<file path="config.mk">
export PLATFORM = sky130hd
export DESIGN_NAME = shift_arbiter
export DESIGN_NICKNAME = d
export VERILOG_FILES = /design/src/rtl/shift_arbiter.sv
export SDC_FILE = /design/constraint.sdc
export NUM_CORES = 1
export LEC_CHECK = 0
export ABC_CLOCK_PERIOD_IN_PS = 6400
export CORE_UTILIZATION = 45
export CTS_BUF_LIST = sky130_fd_sc_hd__clkbuf_16
export CTS_CLUSTER_SIZE = 12
export DETAILED_ROUTE_END_ITERATION = 16
export HOLD_SLACK_MARGIN = 0.12
export PLACE_DENSITY_LB_ADDON = 0.08
export SLEW_MARGIN = 20
export SYNTH_ARGS = -nofsm -noshare
export SYNTH_HDL_FRONTEND = slang
export SYNTH_SLANG_ARGS = --single-unit
</file>
<file path="constraint.sdc">
create_clock -name clk -period 6.4 [get_ports clk]
set_input_delay 0.64 -clock clk [delete_from_list [all_inputs] [get_ports clk]]
set_output_delay 0.64 -clock clk [all_outputs]
set_load 0.03 [all_outputs]
</file>
<file path="src/rtl/shift_arbiter.sv">
// Round-robin arbiter sharing one 32-bit barrel shifter between two requesters.
// Optional per-requester grant counters are built when SHIFT_ARB_STATS_EN is defined.
module shifter (
  input  logic [31:0] a,
  input  logic [4:0]  b,
  input  logic [1:0]  c,
  output logic [31:0] z
);
  always_comb begin
    z = a;
    unique case (c)
      2'b00: z = a << b;
      2'b01: z = a >> b;
      2'b10: z = $unsigned($signed(a) >>> b);
      2'b11: z = (a >> b) | (a << (6'd32 - {1'b0, b}));
      default: z = a;
    endcase
  end
endmodule

module shift_arbiter #(
  parameter int unsigned CNT_W = 16
) (
  input  logic             clk,
  input  logic             rst,
  input  logic             req0_valid,
  output logic             req0_ready,
  input  logic [31:0]      req0_data,
  input  logic [4:0]       req0_amt,
  input  logic [1:0]       req0_mode,
  input  logic             req1_valid,
  output logic             req1_ready,
  input  logic [31:0]      req1_data,
  input  logic [4:0]       req1_amt,
  input  logic [1:0]       req1_mode,
  output logic             rsp_valid,
  input  logic             rsp_ready,
  output logic [31:0]      rsp_data,
  output logic             rsp_id,
  output logic [CNT_W-1:0] grant_cnt0,
  output logic [CNT_W-1:0] grant_cnt1
);
  typedef enum logic [1:0] {IDLE, EXEC, RESP} state_t;

  state_t      r_state;
  logic        r_last;
  logic [31:0] r_a;
  logic [4:0]  r_b;
  logic [1:0]  r_c;
  logic        w_win0;
  logic        w_win1;
  logic        w_acc;
  logic [31:0] w_z;

  // Contended cycles go to the requester that did not win last time.
  assign w_win0     = req0_valid && (!req1_valid || r_last);
  assign w_win1     = req1_valid && (!req0_valid || !r_last);
  assign req0_ready = (r_state == IDLE) && !rst && w_win0;
  assign req1_ready = (r_state == IDLE) && !rst && w_win1;
  assign w_acc      = req0_ready || req1_ready;

  shifter u_shifter (
    .a (r_a),
    .b (r_b),
    .c (r_c),
    .z (w_z)
  );

  always_ff @(posedge clk) begin
    if (rst) begin
      r_state   <= IDLE;
      r_last    <= 1'b1;
      r_a       <= '0;
      r_b       <= '0;
      r_c       <= '0;
      rsp_valid <= 1'b0;
      rsp_data  <= '0;
      rsp_id    <= 1'b0;
    end else begin
      unique case (r_state)
        IDLE: begin
          if (w_acc) begin
            r_a     <= req1_ready ? req1_data : req0_data;
            r_b     <= req1_ready ? req1_amt  : req0_amt;
            r_c     <= req1_ready ? req1_mode : req0_mode;
            rsp_id  <= req1_ready;
            r_last  <= req1_ready;
            r_state <= EXEC;
          end
        end
        EXEC: begin
          rsp_data  <= w_z;
          rsp_valid <= 1'b1;
          r_state   <= RESP;
        end
        RESP: begin
          if (rsp_ready) begin
            rsp_valid <= 1'b0;
            r_state   <= IDLE;
          end
        end
        default: r_state <= IDLE;
      endcase
    end
  end

`ifdef SHIFT_ARB_STATS_EN
  always_ff @(posedge clk) begin
    if (rst) begin
      grant_cnt0 <= '0;
      grant_cnt1 <= '0;
    end else begin
      if (req0_ready && (grant_cnt0 != '1)) grant_cnt0 <= grant_cnt0 + 1'b1;
      if (req1_ready && (grant_cnt1 != '1)) grant_cnt1 <= grant_cnt1 + 1'b1;
    end
  end
`else
  assign grant_cnt0 = '0;
  assign grant_cnt1 = '0;
`endif
endmodule

</file>
==> impl_metrics.ini, run 1 <==
[status]
status = finished, final reports clean

[synth]
synth_seq_cells = 76
synth_ff_type = dfxtp_1
yosysSeqAreaShare_pct = 15.6
yosys-top-cells-area = mux4_2 20%, dfxtp_1 16%, mux2i_1 6.9%, nand2_1 6.2%, nor2_1 6.1%
synth_cell_type_count = 76
yosysWarnings = 0
async_reset_ff_share_pct = 0
yosys.area.top_type = mux4_2
netlist_area_um2 = 9780
synth_edf_count = 0
synth.top_cell.area_share_pct = 19.8
syn_inst = 1171
syn_area_per_cell_um2 = 8.35

[power_and_ir_drop]
peakVddDrop_mv = 0.139
netSwitchingPower_uw = 1240
internal_power_uw = 1350
p_seq_share_pct = 26.3
power_leakage_uw = 0.00370
p_clk_share_pct = 20.4
pwr-share-comb_pct = 53.3
power_density_nw_per_um2 = 239
p_sw_share_pct = 47.8
power_uw = 2590

[route]
wl_met1_um = 16800
dr.max_layer_used = met4
wl_met2_um = 17800
drc = 0
drtAntennaViolNets = 0
dr.first_iter.drc_count = 1573
first_pass_iters = 6
wl_um = 42600
vias = 10100
wire_per_inst_um = 29.2
route.met3.wl_um = 5630
viasPerCell = 6.93

[cts]
clk_pin_slew_worst_paths_ns = 0.06
postCtsHoldBufs = 0
root_buffer = clkbuf_16
cts_tree = built
clkSinkCount = 76
cts_resized = 0
insertion_delay_ns = 0.36
htreeDepth = 3
cts_made_buffers = 9
clockBufferDepth = 2
cts_setup_buffers = 0

[global_route]
grt_max_degree = 81
overflow = 0
grt_pass1_wl_um = 62500
antenna_found_initial = 0
grt_pass1_vias = 9172
grt_usage_pct = 38.6

[die]
initial_core_util_pct = 46.2
fp.dieH_um = 149
die_w_um = 149
row_count = 53
core_area_um2 = 21200
dieArea_um2 = 22300
io_pins = 151

[place]
placed_cells = 1445
routabilityCongestion = 1.05
port_buffers = 118
dp_hpwl_um = 30800
pre_cts_ws_ns = 2.56

[timing]
fin_hold_ws_ns = 0.481
fmax_mhz = 255
fin_ws_ns = 2.48
tns_ns = 0
finalHoldViolations = 0
rsz0062_at_grt = no
period_minus_slack_ns = 3.92
max_slew_margin_pct = 28.0
tightest_slew_ns = 1.07
finalClockSkew_ns = 0.0114
finalSetupViolations = 0
min_period_over_period_pct = 61.3
slew_violations = 0

[cells_and_area]
drive_gt1_share_pct = 15.6
final_common_cell = nand2_1
final_cell_mix = 162 x nand2_1, 159 x nor2_1, 117 x clkdlybuf4s50_1
fin_cells = 1460
diodes = 0
nNetsFinal = 1265
syn2layout_area_growth_pct = 11.0

[setup_path]
critPathMaxFanout = 41
worstPathArrival_ns = 4.17
start_kind = flip-flop
critPathKind = flip-flop to flip-flop
r2r_cells = 9
end_kind = flip-flop
worstPathRequired_ns = 6.64

[min_path]
min_path_cells = 2
hold_class = flip-flop to flip-flop

[job]
maxCapViolCount = 0
power groups by stage:
| stage | Combinational (uW) | Sequential [uW] | Clock, uW |
|---|---|---|---|
| floorplan | 947 | 624 | 0 |
| detailed placement | 1330 | 685 | 0 |
| global route | 1440 | 688 | 544 |
| global placement | 1340 | 683 | 0 |
| CTS | 1330 | 674 | 529 |
| finish | 1380 | 682 | 529 |
metal layers:
layer,vias up,global-route usage [%]
li1,4402,-
met1,4827,52.7
met2,758,55.5
met3,136,11.5
met4,0,18.1
met5,-,0
cells in the mapped netlist (all sizes together), types with 5 or more instances:
cell type / number
mux4: 93
nor2b: 9
a211oi: 22
o221ai: 5
nand3: 24
clkbuf: 76
or3: 6
inv: 13
or2: 5
a22oi: 11
o21ai: 47
a221oi: 12
o211ai: 12
nand4: 8
mux2: 32
buf: 99
nor2: 160
nand2b: 11
a21o: 5
nand2: 162
o32ai: 8
mux2i: 68
nor3: 17
dfxtp: 76
a311oi: 58
nor4: 7
a21oi: 34
o21bai: 6
a31oi: 13
and3: 5
stage by stage:
stage	util (%)	cell area, um^2
after floorplan	-	9900
after global placement	50.0	10600
after detailed placement	50.0	10600
after CTS	51.3	10900
after global routing	51.3	10900
final	51.3	10900
logic make-up (layout without fill, tap and decap cells):
group	after synthesis	after routing	share of synthesized area [%]
simple gates	427	427	19.1
compound gates	278	278	20.6
mux	193	193	32.5
buf+inv	190	173	11.4
flops	76	76	15.6
xor+xnor	5	5	0.678
fa+ha+maj	1	1	0.128
other cells	1	32	0.0383
critical path: stages (launching register included):
cell	delay [ns]
dfxtp_4	0.78
inv_2	0.31
ha_1	0.54
buf_4	0.45
mux2_2	0.28
mux2i_1	0.08
mux2_2	0.34
o21ai_1	0.36
a22oi_1	0.20
a311oi_1	0.41
area by class of cell:
cell class | count | area (um^2)
timing repair buffer | 145 | 1380
tap | 275 | 344
inverter | 13 | 48.8
clock inverter | 6 | 56.3
fill | 2057 | 10300
sequential | 76 | 1530
multi-input combinational | 936 | 7270
clock buffer | 9 | 225
sequential cells by signal, indices dropped and copies added (netlist names):
| register | count |
|---|---|
| rsp_data | 32 |
| rsp_id | 1 |
| r_a | 32 |
| rsp_valid | 1 |
| r_b | 5 |
| r_c | 2 |
| r_last | 1 |
| r_state | 2 |
worst paths after layout:
path                             start           end  slack (ns)
worst max-delay path            r_b[0]  rsp_data[11]        2.48
worst min-delay path            rsp_id        rsp_id        0.48
worst max register to register  r_b[0]  rsp_data[11]        2.48
worst min register to register  rsp_id        rsp_id        0.48
Power figures use the tool's default switching activity.
==> run 2: changes to the inputs <==
--- a/config.mk
+++ b/config.mk
@@ -5,7 +5,7 @@
 export SDC_FILE = /design/constraint.sdc
 export NUM_CORES = 1
 export LEC_CHECK = 0
-export ABC_CLOCK_PERIOD_IN_PS = 6400
+export ABC_CLOCK_PERIOD_IN_PS = 4100
 export CORE_UTILIZATION = 45
 export CTS_BUF_LIST = sky130_fd_sc_hd__clkbuf_16
 export CTS_CLUSTER_SIZE = 12
==> constraint.sdc (replaced) <==
create_clock -name clk -period 4.1 [get_ports clk]
set_input_delay 0.41 -clock clk [delete_from_list [all_inputs] [get_ports clk]]
set_output_delay 0.41 -clock clk [all_outputs]
set_load 0.03 [all_outputs]
==> impl_metrics.ini, run 2 (synthesis results as in run 1) <==
[power_and_ir_drop]
peakVddDrop_mv = 0.199
power_leakage_uw = 0.00382
power_density_nw_per_um2 = 375

[cts]
postCtsHoldBufs = 0
htreeDepth = 3
clockBufferDepth = 2
root_buffer = clkbuf_16
cts_made_buffers = 9
cts_setup_buffers = 0
cts_resized = 0
cts_tree = built
clkSinkCount = 76
clk_pin_slew_worst_paths_ns = 0.07
insertion_delay_ns = 0.37

[setup_path]
slowest_delay_ns = 0.80
worstPathRequired_ns = 4.30
critPathMaxFanout = 18
r2r_start = r_b[1]
critPathKind = flip-flop to flip-flop
worstPathArrival_ns = 3.61
start_kind = flip-flop
end_kind = flip-flop
r2r_cells = 8
r2r_slack_ns = 0.69
startpoint = r_b[1]
crit_end = rsp_data[3]
slowest_stage = a2111oi_0
worstPathCellList = inv_1, ha_1, mux2_2, mux2_2, inv_1, o32ai_1, a2111oi_0, a211oi_1
r2r-end = rsp_data[3]

[timing]
rsz0062_at_grt = no
tns_ns = 0
fin_ws_ns = 0.688
tightest_slew_ns = 1.06
fin_hold_ws_ns = 0.478
fmax_mhz = 293
period_minus_slack_ns = 3.41
finalClockSkew_ns = 0.0100
min_period_over_period_pct = 83.2
max_slew_margin_pct = 28.3
finalHoldViolations = 0
finalSetupViolations = 0
slew_violations = 0

[route]
vias = 10500
drc = 0
dr.first_iter.drc_count = 1723
viasPerCell = 7.07
first_pass_iters = 5
drtAntennaViolNets = 0
wire_per_inst_um = 30.6
wl_um = 45400

[place]
placed_area_um2 = 10800
dp_hpwl_um = 33200
port_buffers = 118
pre_cts_ws_ns = 0.767
routabilityCongestion = 1.08

[cells_and_area]
syn2layout_area_growth_pct = 13.3
final_common_cell = nand2_1
drive_gt1_share_pct = 17.2
fin_util_pct = 52.4
fillers = 2079
final_cell_mix = 162 x nand2_1, 159 x nor2_1, 116 x clkdlybuf4s50_1
finalInstanceArea_um2 = 11100
nNetsFinal = 1285
top_regs = r_a: 32 flops, rsp_data: 32 flops, r_b: 5 flops
diodes = 0

[global_route]
antenna_found_initial = 0
grt_max_degree = 107
grt_usage_pct = 41.4
grt_pass1_vias = 9610
overflow = 0
grt_pass1_wl_um = 66600

[die]
die_w_um = 149
initial_core_util_pct = 46.2
dieArea_um2 = 22300
io_pins = 151
core_area_um2 = 21200
fp.dieH_um = 149
row_count = 53

[min_path]
hold_class = flip-flop to flip-flop

[status]
status = finished, final reports clean

[job]
maxCapViolCount = 0
-- run 2: final cells by class --
class | instances | area, um^2 | share of cell area, %
clock inverters | 6 | 45.0 | 0.406
well taps | 275 | 344 | 3.10
flip-flops and latches | 76 | 1530 | 13.8
inverters | 13 | 48.8 | 0.440
multi-input cells | 936 | 7270 | 65.6
repair buffers | 165 | 1590 | 14.3
clock buffers | 10 | 250 | 2.26
-- run 2: worst max-delay path: cells and delay by family (launching register included) --
family / cells / cell delay (ns)
compound gates: 3 / 1.09
fa+ha+maj: 1 / 0.77
mux: 2 / 0.77
flops: 1 / 0.36
buf+inv: 2 / 0.24
-- run 2: routing by layer --
layer	GRT usage [%]	wire length (um)	up-vias
li1	-	-	4447
met1	55.8	17500	4962
met2	60.0	19200	895
met3	9.91	5730	165
met4	24.5	2940	0
met5	0	0	-
-- run 2: worst min-delay path by stage --
stage | to | cells after the start | start | slack [ns]
floorplan | r_last | 1 | r_last | 0.45
global placement | rsp_id | 2 | rsp_id | 0.46
detailed placement | rsp_id | 2 | rsp_id | 0.47
CTS | rsp_id | 2 | rsp_id | 0.48
global route | rsp_id | 2 | rsp_id | 0.50
finish | rsp_id | 2 | rsp_id | 0.48
-- run 2: per-stage QoR --
stage | cells | power, uW
after detailed placement | 1465 | 3230
after global routing | 1481 | 4280
after global placement | 1465 | 3250
final | 1481 | 4160
after floorplan | 1202 | 2450
after CTS | 1481 | 4060
-- run 2: power breakdown --
part	internal, uW	switching [uW]	total, uW
Clock	451	392	843
Sequential	823	207	1030
Combinational	873	1410	2290
Total	2150	2010	4160
==> run 3: changes to the inputs <==
--- a/config.mk
+++ b/config.mk
@@ -5,7 +5,7 @@
 export SDC_FILE = /design/constraint.sdc
 export NUM_CORES = 1
 export LEC_CHECK = 0
-export ABC_CLOCK_PERIOD_IN_PS = 4100
+export ABC_CLOCK_PERIOD_IN_PS = 3310
 export CORE_UTILIZATION = 45
 export CTS_BUF_LIST = sky130_fd_sc_hd__clkbuf_16
 export CTS_CLUSTER_SIZE = 12
==> constraint.sdc (replaced) <==
create_clock -name clk -period 3.31 [get_ports clk]
set_input_delay 0.331 -clock clk [delete_from_list [all_inputs] [get_ports clk]]
set_output_delay 0.331 -clock clk [all_outputs]
set_load 0.03 [all_outputs]
==> impl_metrics.ini, run 3 (synthesis results as in run 1) <==
[status]
status = finished, final reports clean

[cts]
cts_setup_buffers = 0
cts_tree = built
root_buffer = clkbuf_16
cts_made_buffers = 9
clk_pin_slew_worst_paths_ns = 0.07
clockBufferDepth = 2
insertion_delay_ns = 0.37
clkSinkCount = 76
htreeDepth = 3

[cells_and_area]
final_cell_mix = 162 x nand2_1, 159 x nor2_1, 116 x clkdlybuf4s50_1
fin_cells = 1521
seqCellArea_um2 = 1530
top_regs = r_a: 32 flops, rsp_data: 32 flops, r_b: 5 flops
diodes = 0
drive_gt1_share_pct = 20.0
nNetsFinal = 1325
multiInputGateArea_um2 = 7290
fin_util_pct = 54.2
fillers = 2039
final_common_cell = nand2_1
syn2layout_area_growth_pct = 17.2

[setup_path]
worstPathArrival_ns = 3.41
r2r_start = r_b[0]
startpoint = r_b[0]
start_kind = flip-flop
worstPathRequired_ns = 3.52
critPathKind = flip-flop to flip-flop
critPathMaxFanout = 50
end_kind = flip-flop

[die]
row_count = 53
die_w_um = 149
fp.dieH_um = 149
core_area_um2 = 21200
initial_core_util_pct = 46.2
dieArea_um2 = 22300
io_pins = 151

[timing]
finalClockSkew_ns = 0.0122
tns_ns = 0
period_minus_slack_ns = 3.21
finalSetupViolations = 0
finalHoldViolations = 0
fmax_mhz = 312
max_slew_margin_pct = 40.3
min_period_over_period_pct = 96.9
tightest_slew_ns = 0.896
slew_violations = 0
fin_ws_ns = 0.104
rsz0062_at_grt = no

[power_and_ir_drop]
netSwitchingPower_uw = 2560
pwr-share-comb_pct = 56.2
power_density_nw_per_um2 = 467
p_clk_share_pct = 20.4
p_sw_share_pct = 47.9
power_uw = 5360
power_leakage_uw = 0.00404
peakVddDrop_mv = 0.276
internal_power_uw = 2790
p_seq_share_pct = 23.5

[route]
first_pass_iters = 7
wire_per_inst_um = 29.8
drtAntennaViolNets = 0
dr.first_iter.drc_count = 1630
vias = 10600
viasPerCell = 6.96
wl_um = 45300
drc = 0

[place]
placed_cells = 1505
port_buffers = 118
routabilityCongestion = 1.04
dp_hpwl_um = 33700
pre_cts_ws_ns = 0.0343

[global_route]
overflow = 0
grt_usage_pct = 41.4
antenna_found_initial = 1
grt_max_degree = 93
grt_pass1_wl_um = 66900
grt_pass1_vias = 9849

[min_path]
hold_start = rsp_id
hold_class = flip-flop to flip-flop

[job]
maxCapViolCount = 0
## run 3: cell count changes in the layout (fill, tap and decap cells not counted), sizes merged
| cell | previous run | this run |
|---|---|---|
| buf | 49 | 89 |
| clkinv | 1 | 3 |
| bufinv | 0 | 1 |
| clkbuf | 10 | 9 |
| clkinvlp | 2 | 1 |
| inv | 16 | 15 |
## run 3: per-stage QoR
step | hold slack [ns] | instance area, um^2
after detailed placement | 0.468 | 11100
after global routing | 0.505 | 11500
after global placement | 0.464 | 11100
final | 0.480 | 11500
after CTS | 0.484 | 11400
after floorplan | 0.449 | 9900
## run 3: area by class of cell
type | instances | share of cell area (%)
Multi-Input combinational cell | 936 | 63.6
Timing Repair Buffer | 205 | 17.0
Sequential cell | 76 | 13.4
Tap cell | 275 | 3.00
Clock buffer | 9 | 1.97
Clock inverter | 7 | 0.644
Inverter | 13 | 0.426
## run 3: final timing paths
check           endpoint  slack, ns  cells past startpoint
max          rsp_data[9]       0.10                      8
min               rsp_id       0.48                      2
max reg2reg  rsp_data[9]       0.10                      8
min reg2reg       rsp_id       0.48                      2
## run 3: power by group through the flow
stage | clock network (uW) | logic (uW) | registers [uW]
4_1_cts | 1090 | 2880 | 1240
5_1_grt | 1120 | 3120 | 1270
2_1_floorplan | 0 | 1830 | 1210
6_report | 1090 | 3010 | 1260
3_5_place_dp | 0 | 2870 | 1270
3_3_place_gp | 0 | 2910 | 1260
## run 3: layer usage
metal | wire [um] | part of all wire (%) | track usage, % | vias up
li1 | - | - | - | 4512
met1 | 17500 | 39 | 55.6 | 5007
met2 | 19200 | 42 | 60.1 | 884
met3 | 5560 | 12 | 10.3 | 183
met4 | 2970 | 6.5 | 24.0 | 2
met5 | 13 | 0.029 | 0 | -
## run 3: timing repair
action,in CTS,in global routing
hold buffers,0,0
gates resized for setup,0,2
endpoints found under the setup margin,0,2
## run 3: worst max-delay path, stage by stage, from the launching register on
cell	delay (ns)
dfxtp_4	0.36
buf_12	0.26
buf_12	0.35
mux4_2	0.59
nand2b_1	0.18
a32oi_1	0.47
nor2_1	0.08
nor4_1	0.52
a311oi_1	0.17
==> RTL change, RTL diff (settings of run 2) <==
Add a define of `SHIFT_ARB_STATS_EN`.
--- a/src/rtl/shift_arbiter.sv
+++ b/src/rtl/shift_arbiter.sv
@@ -1,5 +1,7 @@
 // Round-robin arbiter sharing one 32-bit barrel shifter between two requesters.
 // Optional per-requester grant counters are built when SHIFT_ARB_STATS_EN is defined.
+`define SHIFT_ARB_STATS_EN
+
 module shifter (
   input  logic [31:0] a,
   input  logic [4:0]  b,
Check against the original RTL: not equivalent (Yosys sat finds a counterexample within 4 cycles, from zero or initial values and one cycle with rst high).
==> RTL change against run 2 <==
  * Maximum frequency increased by 1.0%
  * Design area rose by 18%
  * Synthesized area grew 13%
  * Sequential share of layout area grew 2.9 points
  * Power grew 9.5%
  * Sequential cell count increased by 32
  * Sequential power grew 34%
  * Critical path depth unchanged
  * Worst setup slack improved by 0.034 ns
  * Global-route usage fell by 4.1 points
  * Via count up 13%
  * Routed wire length is 6.0% higher
  * Critical endpoint is now rsp_data[2]
  * Largest power group unchanged
==> RTL change: results (changes against run 2) <==
diode count 0 (unchanged); pins over their slew limit 0 (unchanged); maximum root-to-sink buffer count 2 (unchanged); Slew @ Worst Pin 1.06 ns (-0.00275 ns); gpl congestion 1.13 (+4.6%); input/output buffers 150 (+27%); clk slew on worst S/H paths 0.09 ns (+0.02 ns); clk root buf clkbuf_16; Layout Nets 1,475 (+15%); vias in the first global route 10,700 (+12%); WP data arrival 3.71 ns (+0.10 ns); Starting DRT DRC Count 1,566 (-9.1%); post-DP HPWL 33.8 mm (+1.9%); post-CTS sizing 0 (unchanged); worst-path maximum fanout 21 (+3); Initial DRT Pass Iterations 6 (+1); largest net degree at the start of global routing 115 (+7.5%); htree depth 3 (unchanged); gr usage total 0.374 (-0.0408); postcts setup bufs 0 (unchanged); maximum vdd drop 184 uV (-7.8%); Ys Warns 0 (unchanged); Netlist cell types 74 (-2.6%); Seq/Total Area, Yosys 0.195 (+0.0393); Area after DPL 0.0127 mm2 (+18%); ys flop type dfxtp_1; Regs by FF count r_a: 32 flops, rsp_data: 32 flops; largest cells by area after synthesis dfxtp_1, mux4_2, mux2i_1; layout cells sized above 1 0.151 (-0.0218); worst-skew pair later-pin latency 0.38 ns; Mapped Nets 1,425; Worst Skew 0.0204 ns (+0.0104 ns); worst min-delay path class input pin to flip-flop; status complete, no violations; via/cell ratio 6.88 (-2.6%); total CTS buffers 9 (unchanged); final wirelength 48.1 mm (+6.0%); Commonest cells post-synth nor2_1, nand2_1, dfxtp_1; leakage power 4.28 nW (+12%); initial antenna violation count 0 (unchanged); global-route wire length before repair 71.8 mm (+7.7%); Post-synth ARST share 0 (unchanged)
==> RTL change: changes by cell type after synthesis, moves of 10 or more <==
cell,before,now
buf_1,7,18
buf_4,45,10
buf_6,19,5
clkbuf_1,75,96
dfxtp_1,76,108
mux2i_1,67,101
nor2_1,159,179
nor3_1,16,34
o22ai_1,4,14
xnor2_1,2,13
xor2_1,0,20
==> RTL change: area by class of cell <==
cell class              instances  area [um2]
fillers                      2338       11200
clock inverters                 7        85.1
well taps                     324         405
repair buffers                194        1850
flip-flops and latches        108        2170
clock buffers                   9         225
multi-input cells            1060        8230
inverters                      16        60.1
==> RTL change: power by group <==
part	total (mW)	internal (mW)	switching, mW
logic	2.21	0.884	1.33
clock network	0.970	0.487	0.483
registers	1.38	1.13	0.241
total	4.56	2.51	2.05
==> RTL change: cell families (layout without fill, tap and decap cells) <==
logic type      after synthesis  after routing  synth area share
compound gates              294            294             0.194
simple gates                504            504             0.202
flops                       108            108             0.195
xor+xnor                     34             34            0.0275
fa+ha+maj                     3              3           0.00338
mux                         225            225             0.310
buf+inv                     171            226            0.0675
==> RTL change: path summary, 6_finish.rpt <==
check	from	end	slack [ns]	depth (start not counted)
worst min-delay path	rst	rsp_data[1]	0.45	2
worst max-delay path	r_b[1]	rsp_data[2]	0.72	8
worst min register to register	rsp_id	rsp_id	0.48	2
worst max register to register	r_b[1]	rsp_data[2]	0.72	8
==> RTL change: worst max-delay path: stages, from the launching register on <==
cell and delay, ns:
dfxtp_4 0.37, inv_1 0.11, ha_1 0.87, mux2i_1 0.27
mux2_2 0.40, nor3b_1 0.62, a2111oi_0 0.18, a2111oi_0 0.35
or3_1 0.16
==> RTL change: per-layer routing <==
layer | part of all wire | track usage | wire length (um)
met1 | 0.41 | 0.511 | 19500
met2 | 0.43 | 0.559 | 20600
met3 | 0.12 | 0.0865 | 5670
met4 | 0.048 | 0.171 | 2320
met5 | 0 | 0 | 0
==> RTL change: stage by stage <==
stage | power, mW | util | hold slack, ns | setup WS (ns) | cells
3_3_place_gp | 3.52 | 0.524 | 0.466 | 0.958 | 1702
6_report | 4.56 | 0.537 | 0.445 | 0.722 | 1718
4_1_cts | 4.48 | 0.537 | 0.443 | 0.836 | 1718
2_1_floorplan | 2.72 | - | 0.450 | 0.784 | 1339
5_1_grt | 4.70 | 0.537 | 0.473 | 0.646 | 1718
3_5_place_dp | 3.51 | 0.524 | 0.470 | 0.857 | 1702
